## src/rtl/lcd_bus_scheduler.sv

```systemverilog
// Write-bus owner for the 128x64 graphic LCD: replays the power-up command
// sequence, then shares the bus round-robin between two byte requesters.
module lcd_bus_scheduler #(
  parameter int CLK_DIV      = 2500,
  parameter int CLEAR_PHASES = 32
) (
  input  logic       clock,
  input  logic       rst_n,
  input  logic       req0_valid,
  input  logic       req0_rs,
  input  logic [7:0] req0_data,
  output logic       req0_ready,
  input  logic       req1_valid,
  input  logic       req1_rs,
  input  logic [7:0] req1_data,
  output logic       req1_ready,
  output logic       lcd_rs,
  output logic       lcd_rw,
  output logic       lcd_en,
  output logic [7:0] lcd_data,
  output logic       busy,
  output logic       init_done
);

  localparam int DIV_W = (CLK_DIV > 2) ? $clog2(CLK_DIV) : 1;
  localparam int PH_W  = $clog2(CLEAR_PHASES + 1);

  typedef enum logic [2:0] {
    INIT_LOAD = 3'd0,
    SETUP     = 3'd1,
    EN_HI     = 3'd2,
    EN_LO     = 3'd3,
    CLR_WAIT  = 3'd4,
    IDLE      = 3'd5
  } state_t;

  // Power-up commands: 8-bit basic set, display on, clear, entry mode.
  function automatic logic [7:0] init_rom(input logic [1:0] idx);
    logic [7:0] val;
    case (idx)
      2'd0:    val = 8'h30;
      2'd1:    val = 8'h0C;
      2'd2:    val = 8'h01;
      2'd3:    val = 8'h06;
      default: val = 8'h00;
    endcase
    return val;
  endfunction

  state_t            state_q, state_d;
  logic [DIV_W-1:0]  div_cnt_q, div_cnt_d;
  logic [PH_W-1:0]   phase_cnt_q, phase_cnt_d;
  logic [1:0]        init_idx_q, init_idx_d;
  logic              last_grant_q, last_grant_d;
  logic              lcd_en_q, lcd_en_d;
  logic              lcd_rs_q, lcd_rs_d;
  logic [7:0]        lcd_data_q, lcd_data_d;
  logic              busy_q, busy_d;
  logic              init_done_q, init_done_d;

  logic              div_end_s;
  logic              phase_end_s;
  logic              grant_win_s;
  logic              pick0_s;
  logic              pick1_s;

  assign div_end_s   = (div_cnt_q == DIV_W'(CLK_DIV - 1));
  assign phase_end_s = (phase_cnt_q == PH_W'(CLEAR_PHASES - 1));

  // Round-robin pick: on a tie the requester that was not served last wins.
  assign grant_win_s = (state_q == IDLE) && init_done_q;
  assign pick0_s     = req0_valid && (!req1_valid || last_grant_q);
  assign pick1_s     = req1_valid && (!req0_valid || !last_grant_q);
  assign req0_ready  = grant_win_s && pick0_s;
  assign req1_ready  = grant_win_s && pick1_s;

  assign lcd_rw    = 1'b0;
  assign lcd_en    = lcd_en_q;
  assign lcd_rs    = lcd_rs_q;
  assign lcd_data  = lcd_data_q;
  assign busy      = busy_q;
  assign init_done = init_done_q;

  // Next-state and next-output computation for the bus sequencer.
  always_comb begin
    state_d      = state_q;
    div_cnt_d    = div_cnt_q + DIV_W'(1);
    phase_cnt_d  = phase_cnt_q;
    init_idx_d   = init_idx_q;
    last_grant_d = last_grant_q;
    lcd_en_d     = lcd_en_q;
    lcd_rs_d     = lcd_rs_q;
    lcd_data_d   = lcd_data_q;
    busy_d       = busy_q;
    init_done_d  = init_done_q;

    case (state_q)
      INIT_LOAD: begin
        lcd_rs_d   = 1'b0;
        lcd_data_d = init_rom(init_idx_q);
        lcd_en_d   = 1'b0;
        busy_d     = 1'b1;
        div_cnt_d  = '0;
        state_d    = SETUP;
      end

      SETUP: begin
        if (div_end_s) begin
          div_cnt_d = '0;
          lcd_en_d  = 1'b1;
          state_d   = EN_HI;
        end else begin
          lcd_en_d  = 1'b0;
        end
      end

      EN_HI: begin
        if (div_end_s) begin
          div_cnt_d = '0;
          lcd_en_d  = 1'b0;
          state_d   = EN_LO;
        end else begin
          lcd_en_d  = 1'b1;
        end
      end

      EN_LO: begin
        if (div_end_s) begin
          div_cnt_d = '0;
          if (!init_done_q && (init_idx_q == 2'd2)) begin
            // The clear command needs far longer than a normal write.
            phase_cnt_d = '0;
            state_d     = CLR_WAIT;
          end else if (!init_done_q && (init_idx_q != 2'd3)) begin
            init_idx_d = init_idx_q + 2'd1;
            state_d    = INIT_LOAD;
          end else if (!init_done_q) begin
            init_done_d = 1'b1;
            busy_d      = 1'b0;
            state_d     = IDLE;
          end else begin
            busy_d  = 1'b0;
            state_d = IDLE;
          end
        end else begin
          lcd_en_d = 1'b0;
        end
      end

      CLR_WAIT: begin
        if (div_end_s) begin
          div_cnt_d = '0;
          if (phase_end_s) begin
            phase_cnt_d = '0;
            init_idx_d  = init_idx_q + 2'd1;
            state_d     = INIT_LOAD;
          end else begin
            phase_cnt_d = phase_cnt_q + PH_W'(1);
          end
        end else begin
          phase_cnt_d = phase_cnt_q;
        end
      end

      IDLE: begin
        div_cnt_d = '0;
        if (req0_ready) begin
          lcd_rs_d     = req0_rs;
          lcd_data_d   = req0_data;
          last_grant_d = 1'b0;
          busy_d       = 1'b1;
          state_d      = SETUP;
        end else if (req1_ready) begin
          lcd_rs_d     = req1_rs;
          lcd_data_d   = req1_data;
          last_grant_d = 1'b1;
          busy_d       = 1'b1;
          state_d      = SETUP;
        end else begin
          busy_d = 1'b0;
        end
      end

      default: begin
        div_cnt_d = '0;
        lcd_en_d  = 1'b0;
        busy_d    = 1'b1;
        state_d   = INIT_LOAD;
      end
    endcase
  end

  // State and output registers; reset drops the bus immediately.
  always_ff @(posedge clock or negedge rst_n) begin
    if (!rst_n) begin
      state_q      <= INIT_LOAD;
      div_cnt_q    <= '0;
      phase_cnt_q  <= '0;
      init_idx_q   <= 2'd0;
      last_grant_q <= 1'b1;
      lcd_en_q     <= 1'b0;
      lcd_rs_q     <= 1'b0;
      lcd_data_q   <= 8'h00;
      busy_q       <= 1'b1;
      init_done_q  <= 1'b0;
    end else begin
      state_q      <= state_d;
      div_cnt_q    <= div_cnt_d;
      phase_cnt_q  <= phase_cnt_d;
      init_idx_q   <= init_idx_d;
      last_grant_q <= last_grant_d;
      lcd_en_q     <= lcd_en_d;
      lcd_rs_q     <= lcd_rs_d;
      lcd_data_q   <= lcd_data_d;
      busy_q       <= busy_d;
      init_done_q  <= init_done_d;
    end
  end

endmodule

```

## config.mk

```make
export PLATFORM = sky130hd
export DESIGN_NAME = lcd_bus_scheduler
export DESIGN_NICKNAME = d
export VERILOG_FILES = /design/src/rtl/lcd_bus_scheduler.sv
export SDC_FILE = /design/constraint.sdc
export NUM_CORES = 1
export LEC_CHECK = 0
export ABC_AREA = 1
export CAP_MARGIN = 25
export CORE_MARGIN = 10
export CORE_UTILIZATION = 55
export CTS_BUF_LIST = sky130_fd_sc_hd__clkbuf_8 sky130_fd_sc_hd__clkbuf_16
export DETAILED_ROUTE_END_ITERATION = 7
export PLACE_DENSITY = 0.79
export SLEW_MARGIN = 40
export SYNTH_ARGS = -nofsm -noshare
export SYNTH_HDL_FRONTEND = slang
export SYNTH_SLANG_ARGS = --single-unit
```

## constraint.sdc

```tcl
create_clock -name clock -period 2.95 [get_ports clock]
set_input_delay 0.7375 -clock clock [delete_from_list [all_inputs] [get_ports clock]]
set_output_delay 0.7375 -clock clock [all_outputs]
set_load 0.05 [all_outputs]
```

==> results of run 1 <==
==> worst min path at each step <==
stage,start,end,cells after the start
2_1_floorplan,div_cnt_q[0]$_DFF_PN0_,div_cnt_q[0]$_DFF_PN0_,1
3_3_place_gp,div_cnt_q[0]$_DFF_PN0_,div_cnt_q[0]$_DFF_PN0_,1
3_5_place_dp,div_cnt_q[0]$_DFF_PN0_,div_cnt_q[0]$_DFF_PN0_,1
4_1_cts,div_cnt_q[0]$_DFF_PN0_,div_cnt_q[0]$_DFF_PN0_,1
5_1_grt,rst_n,lcd_data[7]$_DFFE_PN0P_,1
6_report,rst_n,lcd_data[7]$_DFFE_PN0P_,1
==> sequential cells by signal (all words and copies together), names as in the netlist <==
name	cells
lcd_rs	1
lcd_en	1
state_q	3
init_done	1
busy	1
init_idx_q	2
div_cnt_q	12
phase_cnt_q	6
last_grant_q	1
lcd_data	8
==> area by class of cell <==
class | instances | share of cell area [%]
multi-input cells | 225 | 41.4
clock buffers | 7 | 3.48
clock inverters | 1 | 1.08
repair buffers | 37 | 13.8
flip-flops and latches | 36 | 32.6
well taps | 50 | 2.26
inverters | 39 | 5.37
==> logic make-up after synthesis <==
| group | after synthesis | synth area share [%] |
|---|---|---|
| AOI/OAI and AO/OA | 35 | 9.72 |
| xor gates and xnor gates | 3 | 1.18 |
| adders and majority gates | 7 | 3.93 |
| buffers and inverters | 43 | 7.98 |
| DFF | 36 | 40.6 |
| other | 1 | 0.168 |
| and+or+nand+nor | 179 | 36.5 |
==> cells in the mapped netlist, drive strengths merged <==
cell,count,area share (%)
a21oi,6,1.9
and3,1,0.28
buf,4,1.3
conb,1,0.17
dfrtp,34,38
dfstp,2,2.4
ha,7,3.9
inv,39,6.7
nand2,100,18
nand3,32,8.0
nand4,8,2.2
nor2,25,4.9
nor3,7,1.6
nor3b,4,1.3
nor4,1,0.28
o21ai,22,5.6
o21bai,5,1.7
o22ai,2,0.56
or2,1,0.28
xor2,3,1.2
==> per-stage QoR <==
step / cells / total power (W) / setup WS (ns)
6_report: 395 / 0.00102 / 0.249
3_3_place_gp: 387 / 0.000555 / 0.298
5_1_grt: 395 / 0.00106 / 0.189
4_1_cts: 395 / 0.00103 / 0.258
2_1_floorplan: 304 / 0.000515 / 0.575
3_5_place_dp: 387 / 0.000555 / 0.251
==> routing by layer <==
layer,vias to the layer above,share of wire (%)
li1,1060,-
met1,871,48
met2,50,44
met3,7,6.1
met4,0,1.5
met5,-,0
==> power by group <==
group / internal (W) / switching, W / total (W)
Combinational: 0.0000290 / 0.0000226 / 0.0000516
Sequential: 0.000493 / 0 / 0.000493
Clock: 0.000298 / 0.000176 / 0.000474
==> flow_summary.json, run 1 <==
{
  "postPlaceCellArea_mm2": 0.00264,
  "synth_cells": 304,
  "finalHoldWorstSlack_ns": 0.387,
  "first_pass_iters": 4,
  "ys_seq_area_share_pct": 40.6,
  "yosysUniqueCellTypes": 33,
  "die_h_um": 83.6,
  "reg2reg_to": "state_q[1]$_DFFE_PN0P_",
  "period_needed_ns": 2.70,
  "synth_nets": 333,
  "dp_hpwl_um": 3790,
  "ys_ff_latch": 36,
  "cpMaxStageDelayCell": "clkdlybuf4s50_1",
  "global_route.usage.met1_pct": 18.7,
  "max_freq_mhz": 370,
  "period_share_pct": 91.6,
  "start_util_pct": 56.1,
  "hold_path_class": "input pin to asynchronous set/reset pin",
  "antenna_found_initial": 0,
  "cts-resized-gates": 0,
  "crit_family": "buffers and inverters",
  "path_clk_slew_ns": 0.08,
  "drv_cap": 0,
  "fillers": 339,
  "drtIter0Drc": 111,
  "grt_pass1_vias": 1963,
  "avgSynthCellArea_um2": 7.33,
  "setup_viol": 0,
  "synth_area_mm2": 0.00223,
  "cts_root_buffer": "clkbuf_8",
  "fin_skew_ns": 0.0112,
  "vdd_ir_drop_max_mv": 0.402,
  "grt_pass1_wl_um": 8870,
  "regToRegStartpoint": "div_cnt_q[0]$_DFF_PN0_",
  "crit_arrival_ns": 1.96,
  "rsz0062_at_grt": "false",
  "endpoint": "req1_ready",
  "multi_input_area_mm2": 0.00115,
  "report.final.slew_viol_count": 0,
  "clock_latency_ns": 0.29,
  "finalSetupTns_ns": 0,
  "grt_util_all_layers_pct": 14.9,
  "design_area_mm2": 0.00277,
  "status": "finished clean",
  "max_stage_delay_ns": 0.62,
  "cts_max_level": 2,
  "cp-start-kind": "input pin",
  "startpoint": "req1_valid",
  "final_common_cell": "nand2_1",
  "vias_per_cell": 5.03,
  "num_antenna_cells": 0,
  "slew_headroom_pct": 65.7,
  "layout_common_cells": "96 x nand2_1, 36 x inv_1, 34 x dfrtp_1",
  "clockBufferDepth": 2,
  "tightestPinTransition_ns": 0.513,
  "critPathMaxFanout": 4,
  "cts_buffers": 5,
  "drive_above_1_share_pct": 8.41,
  "cp_data_required_time_ns": 2.21,
  "ioPinCount": 37,
  "place_congestion": 0.865,
  "totalWireLength_um": 4970,
  "seq_area_um2": 903,
  "rows": 23,
  "end_kind": "output pin",
  "path_class": "input pin to output pin",
  "drtAntennaViolNets": 0,
  "tritoncts": "built",
  "path_buf_inv": 2,
  "hold_buffers": 0,
  "grt_max_degree": 37,
  "synthToLayoutAreaGrowth_pct": 24.4,
  "post_cts.repair.setup_buffers": 0,
  "grt_use_met2_pct": 23.3,
  "grt_overflow": 0,
  "cpMostUsedCell": "nand2_1",
  "finalNetCount": 373,
  "crit_chain": "clkdlybuf4s50_1, nand2_1, nand2_1, nand2_1, nor2_1, buf_12",
  "io_buffers": 35,
  "grt_util_met3_pct": 4.20,
  "vias": 1988,
  "clock-sinks": 36,
  "reg2regPathDepth": 8,
  "fp.dieW_um": 83.6,
  "path_depth": 6,
  "dieArea_mm2": 0.00699,
  "drc": 0,
  "coreArea_mm2": 0.00397,
  "yosysWarningCount": 0,
  "hold_viol": 0,
  "grt-busiest-layer": "met2",
  "routedWlPerCell_um": 12.6,
  "final_core_utilization_pct": 69.8,
  "r2r_slack_ns": 1.24,
  "p_per_area_mw_per_mm2": 368,
  "p_leak_nw": 1.36
}
No activity file was read; power rests on OpenSTA's default activity.
==> run 2: changes to the inputs <==
--- a/config.mk
+++ b/config.mk
@@ -7,7 +7,8 @@
 export LEC_CHECK = 0
 export ABC_AREA = 1
 export CAP_MARGIN = 25
-export CORE_MARGIN = 10
+export CORE_ASPECT_RATIO = 0.75
+export CORE_MARGIN = 2
 export CORE_UTILIZATION = 55
 export CTS_BUF_LIST = sky130_fd_sc_hd__clkbuf_8 sky130_fd_sc_hd__clkbuf_16
 export DETAILED_ROUTE_END_ITERATION = 7
==> flow_summary.json, run 2 (synthesis results as in run 1) <==
{
  "max_stage_delay_ns": 0.64,
  "reg2regPathDepth": 7,
  "crit_chain": "clkdlybuf4s50_1, nand2_1, nand2_1, nand2_1, nor2_1, buf_12",
  "io_buffers": 35,
  "cpMostUsedCell": "nand2_1",
  "period_share_pct": 94.1,
  "setup_viol": 0,
  "totalWireLength_um": 5020,
  "fillers": 289,
  "hold_buffers": 0,
  "design_area_mm2": 0.00273,
  "grt_util_all_layers_pct": 24.3,
  "post_cts.repair.setup_buffers": 0,
  "drv_cap": 0,
  "hold_viol": 0,
  "fin_skew_ns": 0.00431,
  "routedWlPerCell_um": 12.6,
  "path_clk_slew_ns": 0.07,
  "drtAntennaViolNets": 0,
  "largest_register_ffs": 12,
  "stdcell_count": 397,
  "cts_root_buffer": "clkbuf_8",
  "rsz0062_at_grt": "false",
  "num_antenna_cells": 0,
  "cts-resized-gates": 0,
  "period_needed_ns": 2.78,
  "grt_pass1_wl_um": 8620,
  "synthToLayoutAreaGrowth_pct": 22.8,
  "grt_overflow": 0,
  "vias": 2072,
  "cp_data_required_time_ns": 2.21,
  "clock-sinks": 36,
  "tightestPinTransition_ns": 0.524,
  "dp_hpwl_um": 3820,
  "slew_headroom_pct": 64.9,
  "clock_latency_ns": 0.29,
  "grt_pass1_vias": 1969,
  "hold_path_class": "input pin to asynchronous set/reset pin",
  "tritoncts": "built",
  "seq_area_um2": 903,
  "cts_max_level": 2,
  "end_kind": "output pin",
  "finalNetCount": 373,
  "antenna_found_initial": 0,
  "vias_per_cell": 5.22,
  "placed_cells": 389,
  "dieArea_mm2": 0.00458,
  "crit_family": "buffers and inverters",
  "multi_input_area_mm2": 0.00115,
  "drive_above_1_share_pct": 8.41,
  "drtIter0Drc": 100,
  "vdd_ir_drop_max_mv": 0.311,
  "max_freq_mhz": 360,
  "coreArea_mm2": 0.00378,
  "path_depth": 6,
  "ioPinCount": 37,
  "place_congestion": 0.851,
  "path_buf_inv": 2,
  "crit_arrival_ns": 2.04,
  "regToRegStartpoint": "div_cnt_q[0]$_DFF_PN0_",
  "status": "finished clean",
  "cts_buffers": 5,
  "die_h_um": 59.1,
  "p_leak_nw": 1.34,
  "startpoint": "req1_valid",
  "start_util_pct": 58.9,
  "rows": 19,
  "first_pass_iters": 4,
  "clockBufferDepth": 2,
  "cpMaxStageDelayCell": "clkdlybuf4s50_1",
  "fp.dieW_um": 77.5,
  "largest_register": "div_cnt_q",
  "grt_max_degree": 37,
  "finalSetupTns_ns": 0,
  "report.final.slew_viol_count": 0,
  "postPlaceCellArea_mm2": 0.00264,
  "layout_common_cells": "96 x nand2_1, 36 x inv_1, 34 x dfrtp_1",
  "drc": 0,
  "final_common_cell": "nand2_1",
  "p_per_area_mw_per_mm2": 328,
  "critPathMaxFanout": 4,
  "cp-start-kind": "input pin",
  "path_class": "input pin to output pin",
  "power_w": 0.000896
}
[run 2: cell count changes in the layout (fill, tap and decap cells not counted)]
cell,change
clkinv_2,+2
clkbuf_8,-2
bufinv_16,-1
clkinv_4,+1
[run 2: cell type report]
type                       count  area share [%]
tap                           52            2.38
clock inverter                 3           0.686
inverter                      39            5.45
multi-input combinational    225            41.9
clock buffer                   5            2.52
sequential                    36            33.0
timing repair buffer          37            14.0
[run 2: power by group]
| group | internal, W | switching [W] | total [W] |
|---|---|---|---|
| registers | 0.000493 | 0 | 0.000493 |
| logic | 0.0000290 | 0.0000229 | 0.0000519 |
| clock network | 0.000164 | 0.000187 | 0.000351 |
[run 2: stage by stage]
| step | worst slack (ns) | hold WS [ns] | util [%] |
|---|---|---|---|
| 6_report | 0.173 | 0.378 | 72.3 |
| 2_1_floorplan | 0.575 | 0.433 | - |
| 3_5_place_dp | 0.193 | 0.463 | 69.9 |
| 3_3_place_gp | 0.292 | 0.456 | 69.9 |
| 4_1_cts | 0.186 | 0.473 | 72.3 |
| 5_1_grt | 0.121 | 0.421 | 72.3 |
[run 2: path summary, 6_finish.rpt]
check / endpoint / slack, ns
min: div_cnt_q[10]$_DFF_PN0_ / 0.38
max reg2reg: phase_cnt_q[1]$_DFFE_PN0P_ / 1.24
max: req1_ready / 0.17
max in group asynchronous: busy$_DFFE_PN1P_ / 2.22
min reg2reg: div_cnt_q[0]$_DFF_PN0_ / 0.47
min in group clock: div_cnt_q[0]$_DFF_PN0_ / 0.47
[run 2: worst reg2reg max path, cell delays in order (launching register included)]
cell and delay [ns]:
dfrtp_1 0.38, ha_1 0.20, nand2_1 0.07, nor2_1 0.13
nand3_1 0.21, nand2_1 0.21, nand2_2 0.15, o21ai_0 0.26
[run 2: layer usage]
layer  routed length (µm)  part of all wire, %  GRT usage [%]  vias up
met5                    0                    0              0        -
li1                     -                    -              -     1066
met4                   58                  1.2           8.16        0
met3                  171                  3.4           7.01        4
met2                 2360                   47           39.6       35
met1                 2420                   48           31.6      967
